## config.mk

```make
export PLATFORM = sky130hd
export DESIGN_NAME = sram_arbiter
export DESIGN_NICKNAME = d
export VERILOG_FILES = /design/src/rtl/sram_arbiter.sv
export SDC_FILE = /design/constraint.sdc
export NUM_CORES = 1
export LEC_CHECK = 0
export ABC_AREA = 1
export CAP_MARGIN = 20
export CORE_ASPECT_RATIO = 1.25
export CORE_MARGIN = 2
export CORE_UTILIZATION = 30
export CTS_CLUSTER_SIZE = 16
export DETAILED_ROUTE_END_ITERATION = 10
export PLACE_DENSITY = 0.71
export SYNTH_ARGS = -nofsm -noshare
export SYNTH_HDL_FRONTEND = slang
export SYNTH_SLANG_ARGS = --single-unit
```

## constraint.sdc

```tcl
create_clock -name clk_i -period 8.6 [get_ports clk_i]
set_clock_uncertainty 0.1 [all_clocks]
set_input_delay 1.72 -clock clk_i [delete_from_list [all_inputs] [get_ports clk_i]]
set_output_delay 1.72 -clock clk_i [all_outputs]
set_load 0.02 [all_outputs]
```

## src/rtl/sram_arbiter.sv

```systemverilog
// -----------------------------------------------------------------------------
// sram_arbiter
//
// Shares the single port of the simulation RAM (spram) between the
// instruction-fetch unit (read-only) and the load/store unit (read/write).
// It accepts one request at a time and drives one RAM cycle for it. It captures
// the one-cycle-latency read data and returns it on the requester's response
// handshake.
//
// Sequence per access: IDLE (accept) -> ISSUE (RAM enable) -> WAIT (capture)
// -> RESP (hold response until consumed) -> IDLE.
//
// Ports
//   clk_i, rst_i                       clock, asynchronous active-high reset
//   ifu_req_valid_i / ifu_req_ready_o  IFU request handshake, ifu_addr_i
//   ifu_resp_valid_o / ifu_resp_ready_i IFU response handshake, ifu_rdata_o
//   lsu_req_valid_i / lsu_req_ready_o  LSU request handshake with lsu_wen_i,
//                                      lsu_addr_i, lsu_wdata_i, lsu_wmask_i
//   lsu_resp_valid_o / lsu_resp_ready_i LSU response handshake, lsu_rdata_o
//                                      (0 for write acknowledgements)
//   ram_*_o                            to spram addr/data/wmask/ena/wen
//   ram_rdata_i                        spram data_o, valid the cycle after
//                                      the enable edge
// -----------------------------------------------------------------------------
module sram_arbiter #(
    parameter int WIDTH = 32
) (
    input  logic               clk_i,
    input  logic               rst_i,

    input  logic               ifu_req_valid_i,
    output logic               ifu_req_ready_o,
    input  logic [WIDTH-1:0]   ifu_addr_i,
    output logic               ifu_resp_valid_o,
    input  logic               ifu_resp_ready_i,
    output logic [WIDTH-1:0]   ifu_rdata_o,

    input  logic               lsu_req_valid_i,
    output logic               lsu_req_ready_o,
    input  logic               lsu_wen_i,
    input  logic [WIDTH-1:0]   lsu_addr_i,
    input  logic [WIDTH-1:0]   lsu_wdata_i,
    input  logic [WIDTH/8-1:0] lsu_wmask_i,
    output logic               lsu_resp_valid_o,
    input  logic               lsu_resp_ready_i,
    output logic [WIDTH-1:0]   lsu_rdata_o,

    output logic [WIDTH-1:0]   ram_addr_o,
    output logic [WIDTH-1:0]   ram_data_o,
    output logic [WIDTH/8-1:0] ram_wmask_o,
    output logic               ram_ena_o,
    output logic               ram_wen_o,
    input  logic [WIDTH-1:0]   ram_rdata_i
);

    localparam int MASK_W = WIDTH / 8;

    typedef enum logic [1:0] {
        IDLE  = 2'd0,
        ISSUE = 2'd1,
        WAIT  = 2'd2,
        RESP  = 2'd3
    } state_e;

    // Grant identifiers, used both for the current grant and for last_grant.
    localparam logic GNT_IFU = 1'b0;
    localparam logic GNT_LSU = 1'b1;

    state_e            state_q, state_d;
    logic              last_grant_q, last_grant_d;
    logic              gnt_q, gnt_d;
    logic              wen_q, wen_d;
    logic [WIDTH-1:0]  addr_q, addr_d;
    logic [WIDTH-1:0]  wdata_q, wdata_d;
    logic [MASK_W-1:0] wmask_q, wmask_d;
    logic [WIDTH-1:0]  resp_q, resp_d;

    logic              ifu_win;
    logic              lsu_win;
    logic              resp_taken;

    // Round-robin: IFU wins when it is the only requester or when LSU had the
    // previous grant; otherwise any LSU request wins.
    always_comb begin
        ifu_win = ifu_req_valid_i && (!lsu_req_valid_i || (last_grant_q == GNT_LSU));
        lsu_win = lsu_req_valid_i && !ifu_win;
    end

    assign resp_taken = (gnt_q == GNT_IFU) ? ifu_resp_ready_i : lsu_resp_ready_i;

    // Next-state and capture logic.
    always_comb begin
        state_d      = state_q;
        last_grant_d = last_grant_q;
        gnt_d        = gnt_q;
        wen_d        = wen_q;
        addr_d       = addr_q;
        wdata_d      = wdata_q;
        wmask_d      = wmask_q;
        resp_d       = resp_q;

        unique case (state_q)
            IDLE: begin
                if (ifu_win) begin
                    // Fetches are always plain reads.
                    gnt_d        = GNT_IFU;
                    last_grant_d = GNT_IFU;
                    wen_d        = 1'b0;
                    addr_d       = ifu_addr_i;
                    wdata_d      = '0;
                    wmask_d      = '0;
                    state_d      = ISSUE;
                end else if (lsu_win) begin
                    gnt_d        = GNT_LSU;
                    last_grant_d = GNT_LSU;
                    wen_d        = lsu_wen_i;
                    addr_d       = lsu_addr_i;
                    wdata_d      = lsu_wdata_i;
                    wmask_d      = lsu_wmask_i;
                    state_d      = ISSUE;
                end
            end
            ISSUE: begin
                state_d = WAIT;
            end
            WAIT: begin
                // Writes are acknowledged with zero data.
                resp_d  = wen_q ? '0 : ram_rdata_i;
                state_d = RESP;
            end
            RESP: begin
                if (resp_taken) begin
                    state_d = IDLE;
                end
            end
            default: begin
                state_d = IDLE;
            end
        endcase
    end

    always_ff @(posedge clk_i or posedge rst_i) begin
        if (rst_i) begin
            state_q      <= IDLE;
            last_grant_q <= GNT_LSU;
            gnt_q        <= GNT_IFU;
            wen_q        <= 1'b0;
            addr_q       <= '0;
            wdata_q      <= '0;
            wmask_q      <= '0;
            resp_q       <= '0;
        end else begin
            state_q      <= state_d;
            last_grant_q <= last_grant_d;
            gnt_q        <= gnt_d;
            wen_q        <= wen_d;
            addr_q       <= addr_d;
            wdata_q      <= wdata_d;
            wmask_q      <= wmask_d;
            resp_q       <= resp_d;
        end
    end

    // Output decode. Everything except the request readies depends only on
    // registered state; the readies must answer in the accept cycle. They are
    // also gated by rst_i so that every output reads 0 while reset is held.
    always_comb begin
        ifu_req_ready_o  = 1'b0;
        lsu_req_ready_o  = 1'b0;
        ram_ena_o        = 1'b0;
        ram_wen_o        = 1'b0;
        ram_addr_o       = '0;
        ram_data_o       = '0;
        ram_wmask_o      = '0;
        ifu_resp_valid_o = 1'b0;
        ifu_rdata_o      = '0;
        lsu_resp_valid_o = 1'b0;
        lsu_rdata_o      = '0;

        if (!rst_i) begin
            unique case (state_q)
                IDLE: begin
                    ifu_req_ready_o = ifu_win;
                    lsu_req_ready_o = lsu_win;
                end
                ISSUE: begin
                    ram_ena_o   = 1'b1;
                    ram_wen_o   = wen_q;
                    ram_addr_o  = addr_q;
                    ram_data_o  = wdata_q;
                    ram_wmask_o = wmask_q;
                end
                RESP: begin
                    if (gnt_q == GNT_IFU) begin
                        ifu_resp_valid_o = 1'b1;
                        ifu_rdata_o      = resp_q;
                    end else begin
                        lsu_resp_valid_o = 1'b1;
                        lsu_rdata_o      = resp_q;
                    end
                end
                default: begin
                end
            endcase
        end
    end

endmodule

```

Yosys cells after proc, flatten, opt, wreduce, memory -nomap -nowiden
Index checks and enable logic that the tools add are counted.
W data, S select, Z words.
{"block": "op_classes", "n_eq_ne": 5, "reduce_logical": 9, "mux": 42}
{"op": "$mux W32", "n": 15}
{"op": "$mux W1", "n": 19}
{"op": "$mux W4", "n": 4}
{"op": "$pmux W2 S4", "n": 1}
{"op": "$mux W2", "n": 3}
{"op": "$eq A2 B2 Y1 const B", "n": 2}
{"op": "$reduce_and A2 Y1", "n": 2}
{"op": "$ne A3 B3 Y1 const B", "n": 1}
{"op": "$eq A2 B1 Y1 const B", "n": 1}
{"op": "$logic_and A1 B1 Y1", "n": 2}
{"op": "$logic_not A1 Y1", "n": 2}
{"op": "$logic_not A2 Y1", "n": 1}
{"op": "$ne A2 B2 Y1 const B", "n": 1}
{"op": "$reduce_bool A2 Y1", "n": 1}
{"op": "$logic_or A1 B1 Y1", "n": 1}
{"block": "totals", "output_inout_bits": 138, "in_bits": 139, "word_cells": 64, "regBits": 105}

Depth between registers and ports, before layout
{"block": "depth", "word_depth": 8, "ltp_mapped": 9, "depth_no_buf": 8}

Worst setup path before layout
OpenSTA, ideal clock, no wires.
{"block": "synth_path", "kind": "input -> output", "startpoint": "in rst_i", "endpoint": "out lsu_rdata_o[10]", "t_required_ns": 6.780, "path_stages": 5, "path_buffers": 2, "t_arrival_ns": 5.257, "path_slack_ns": 1.523, "cell_sequence": "buf_2 inv_1 nand3_1 buf_2 nor2_1"}
{"block": "synth_between", "elab_chain_cells": 1}
{"element": "start, declared", "line_no": "29", "rtl": "input logic rst_i,"}
{"element": "$mux W32", "line_no": "180", "rtl": "if (!rst_i) begin"}
{"element": "end, declared", "line_no": "46", "rtl": "output logic [WIDTH-1:0] lsu_rdata_o,"}
Every way passes these cells.

Final worst setup path
{"block": "layout_path", "startpoint": "in lsu_req_valid_i", "endpoint": "out lsu_req_ready_o"}
{"block": "layout_between", "elab_chain_cells": 7}
{"element": "start, declared", "line_no": "38", "rtl": "input logic lsu_req_valid_i,"}
{"element": "$logic_not A1 Y1", "line_no": "85", "rtl": "ifu_win = ifu_req_valid_i && (!lsu_req_valid_i || (last_grant_q == GNT_LSU));"}
{"element": "$logic_or A1 B1 Y1", "line_no": "85"}
{"element": "$logic_and A1 B1 Y1", "line_no": "85"}
{"element": "$logic_not A1 Y1", "line_no": "86", "rtl": "lsu_win = lsu_req_valid_i && !ifu_win;"}
{"element": "$logic_and A1 B1 Y1 *", "line_no": "86"}
{"element": "$mux W1 *", "line_no": "181", "rtl": "unique case (state_q)"}
{"element": "$mux W1 *", "line_no": "180"}
{"element": "end, declared", "line_no": "39", "rtl": "output logic lsu_req_ready_o,"}
Mark *: on every way between the ends. The rest lies on a longest branch, timed or not.

==> reports/metrics.csv <==
metric,value,unit
status,"complete, no violations",
worstPathCellList,clkdlybuf4s50_1 -> nand2_2 -> nand2_4 -> nand3_1 -> buf_4 -> nor2_1 -> clkdlybuf4s50_1,
hold_path.class,flip-flop to flip-flop,
cts_max_path_buffers,2,
vias_per_cell,4.51,
routed_wl,17400,µm
num_vias,5752,
cts_resized,0,
grt_max_degree,72,
syn-num-nets,946,
cts_tree,done,
clock-sinks,105,
port_buffers,276,
leakagePower,4.06,nW
synth_common_cells,"nand2_1, nor2_1, dfrtp_1",
path_buf_inv,3,
min_to,last_grant_q,
first_global_vias,5491,
drc,0,
worstPathMaxFanout,40,
root_buffer,clkbuf_16,
drive_above_1_share,3.15,%
hold_buffers,0,
p_seq_share,36.6,%
power_frac_clock,19.6,%
yosysWarningCount,0,
slowest_stage,clkdlybuf4s50_1,
yosysTopAreaCell,dfrtp_1,
reg2reg_to,wdata_q[27],
hold_violations,0,
synth_most_common_cell,nand2_1,
synth_area_per_cell,6.87,µm²
total_power,2.28,mW
critPathMostFrequentCell,clkdlybuf4s50_1,
period_minus_slack,6160,ps
clk_pin_slew,70,ps
fmax,162,MHz
netlist-cell-type-count,17,
reg2reg_setup_slack,6020,ps
relSlewSlack,32.1,%
utilization,48.3,%
intPower,1.37,mW
stdcell_count,1274,
ys_ff_latch,105,
synth_area_leaders,"dfrtp_1, nand2_1, nor2_1, nand3_1, inv_1",
r2r-start,last_grant_q,
drt-pass1-iter-count,4,
switchingPower,912,µW
drt_iter0_drc,269,
detail-route-antenna-nets,0,
ctsHtreeMaxLevel,3,
grt_pass1_wl,28500,µm
synth_top_area_share,47.2,%
gr-total-overflow,0,
synth_seq_area_share,47.7,%
dieArea,0.0195,mm²
grt_util_all_layers,18.0,%
clock_latency,340,ps
diodes,0,
rsz0062_at_grt,no,
ys.flop_type,dfrtp_1,
cts_buffers,9,
core_area,0.0180,mm²
grtUsageMet1,22.7,%
start_util,30.6,%
switching_share,40.0,%
peakVddDrop,0.109,mV
io_pins,277,
use_met3,3.77,%
pwr_density_cell,262,mW/mm²
busiest_layer,met2,
synthCells,803,
tns,0,ps
syn_to_final_growth,58.0,%
hold_ws,364,ps
hold_path_depth,2,
dieHeight,156,µm
rr_worst_depth,8,
startpoint,lsu_req_valid_i,
crit_type,input port to output port,
placed_cells,1259,
dp_hpwl,12000,µm
min_from,last_grant_q,
antenna_found_initial,0,
required,6780,ps
comb_power_share,43.8,%
worstMarginPinSlew,1020,ps
row_count,55,
setup_viol,0,
netlist_area,0.00551,mm²
cp-end-kind,output port,
die_x,125,µm
cp_data_arrival_time,4340,ps
max_stage_delay,570,ps
critPathLaunchType,input port,
cp_top_family,buffers and inverters,
final_max_slew_viol_count,0,
synth-edff-count,0,
fin_crit_sh,71.7,%
cts_setup_buffers,0,
finalNetCount,1186,
async_flop_share,100,%
cap_violations,0,
routabilityCongestion,0.829,
wl_per_cell,13.7,µm
grtUsageMet2,30.5,%
how the worst max path moves through the flow:
stage / to / cells after the start
floorplan: lsu_rdata_o[10] / 5
global placement: ifu_rdata_o[28] / 5
detailed placement: lsu_rdata_o[26] / 5
CTS: lsu_rdata_o[26] / 5
global route: lsu_req_ready_o / 7
finish: lsu_req_ready_o / 7
cells by family (layout without fill, tap and decap cells):
group	Yosys count	in the layout	share of synthesized area [%]
simple gates	489	489	35.2
buf+inv	136	379	9.98
flops	105	105	47.7
compound gates	69	69	6.26
fa+ha+maj	4	4	0.908
layout make-up:
type	count	area, µm²
Tap cell	228	285
Sequential cell	105	2630
Clock buffer	10	239
Multi-Input combinational cell	562	2340
Clock inverter	4	77.6
Fill cell	1832	9320
Timing Repair Buffer	285	2840
Inverter	80	303
power by group through the flow:
stage	sequential, mW	combinational [mW]	clock (mW)
final	0.836	0.999	0.447
after global routing	0.866	1.14	0.482
after CTS	0.836	1.02	0.461
after detailed placement	0.844	1.01	0
after global placement	0.836	0.993	0
after floorplan	0.820	0.672	0
through the flow:
stage	worst slack (ps)	instance area, µm²
2_1_floorplan	1520	5510
3_3_place_gp	2260	8370
3_5_place_dp	2260	8380
4_1_cts	2270	8700
5_1_grt	2220	8710
6_report	2440	8710
registers in the layout, summed over array words and instances, names as in the netlist:
name,flops
state_q,2
gnt_q,1
wmask_q,4
wen_q,1
addr_q,32
wdata_q,32
last_grant_q,1
resp_q,32
tightest hold or removal path: cells and delay by family, from the launching register on:
| family | cells | cell delay [ps] |
|---|---|---|
| flops | 1 | 370 |
| simple gates | 2 | 90 |
cell usage in the layout, fill, tap and decap left out, drive strengths merged:
master,count
buf,10
or2,1
nand2,282
nand3,71
clkbuf,10
dfrtp,104
inv,81
nor2,135
ha,4
dfstp,1
o21ai,69
clkdlybuf4s50,275
bufinv,2
clkinv,1
metal layers:
layer	part of all wire [%]	vias up	wire length (µm)
met2	48	205	8360
met3	6.0	27	1050
li1	-	2915	-
met1	43	2605	7510
met5	0	-	0
met4	2.8	0	486
Note: power is estimated with default switching activity, not from simulation.
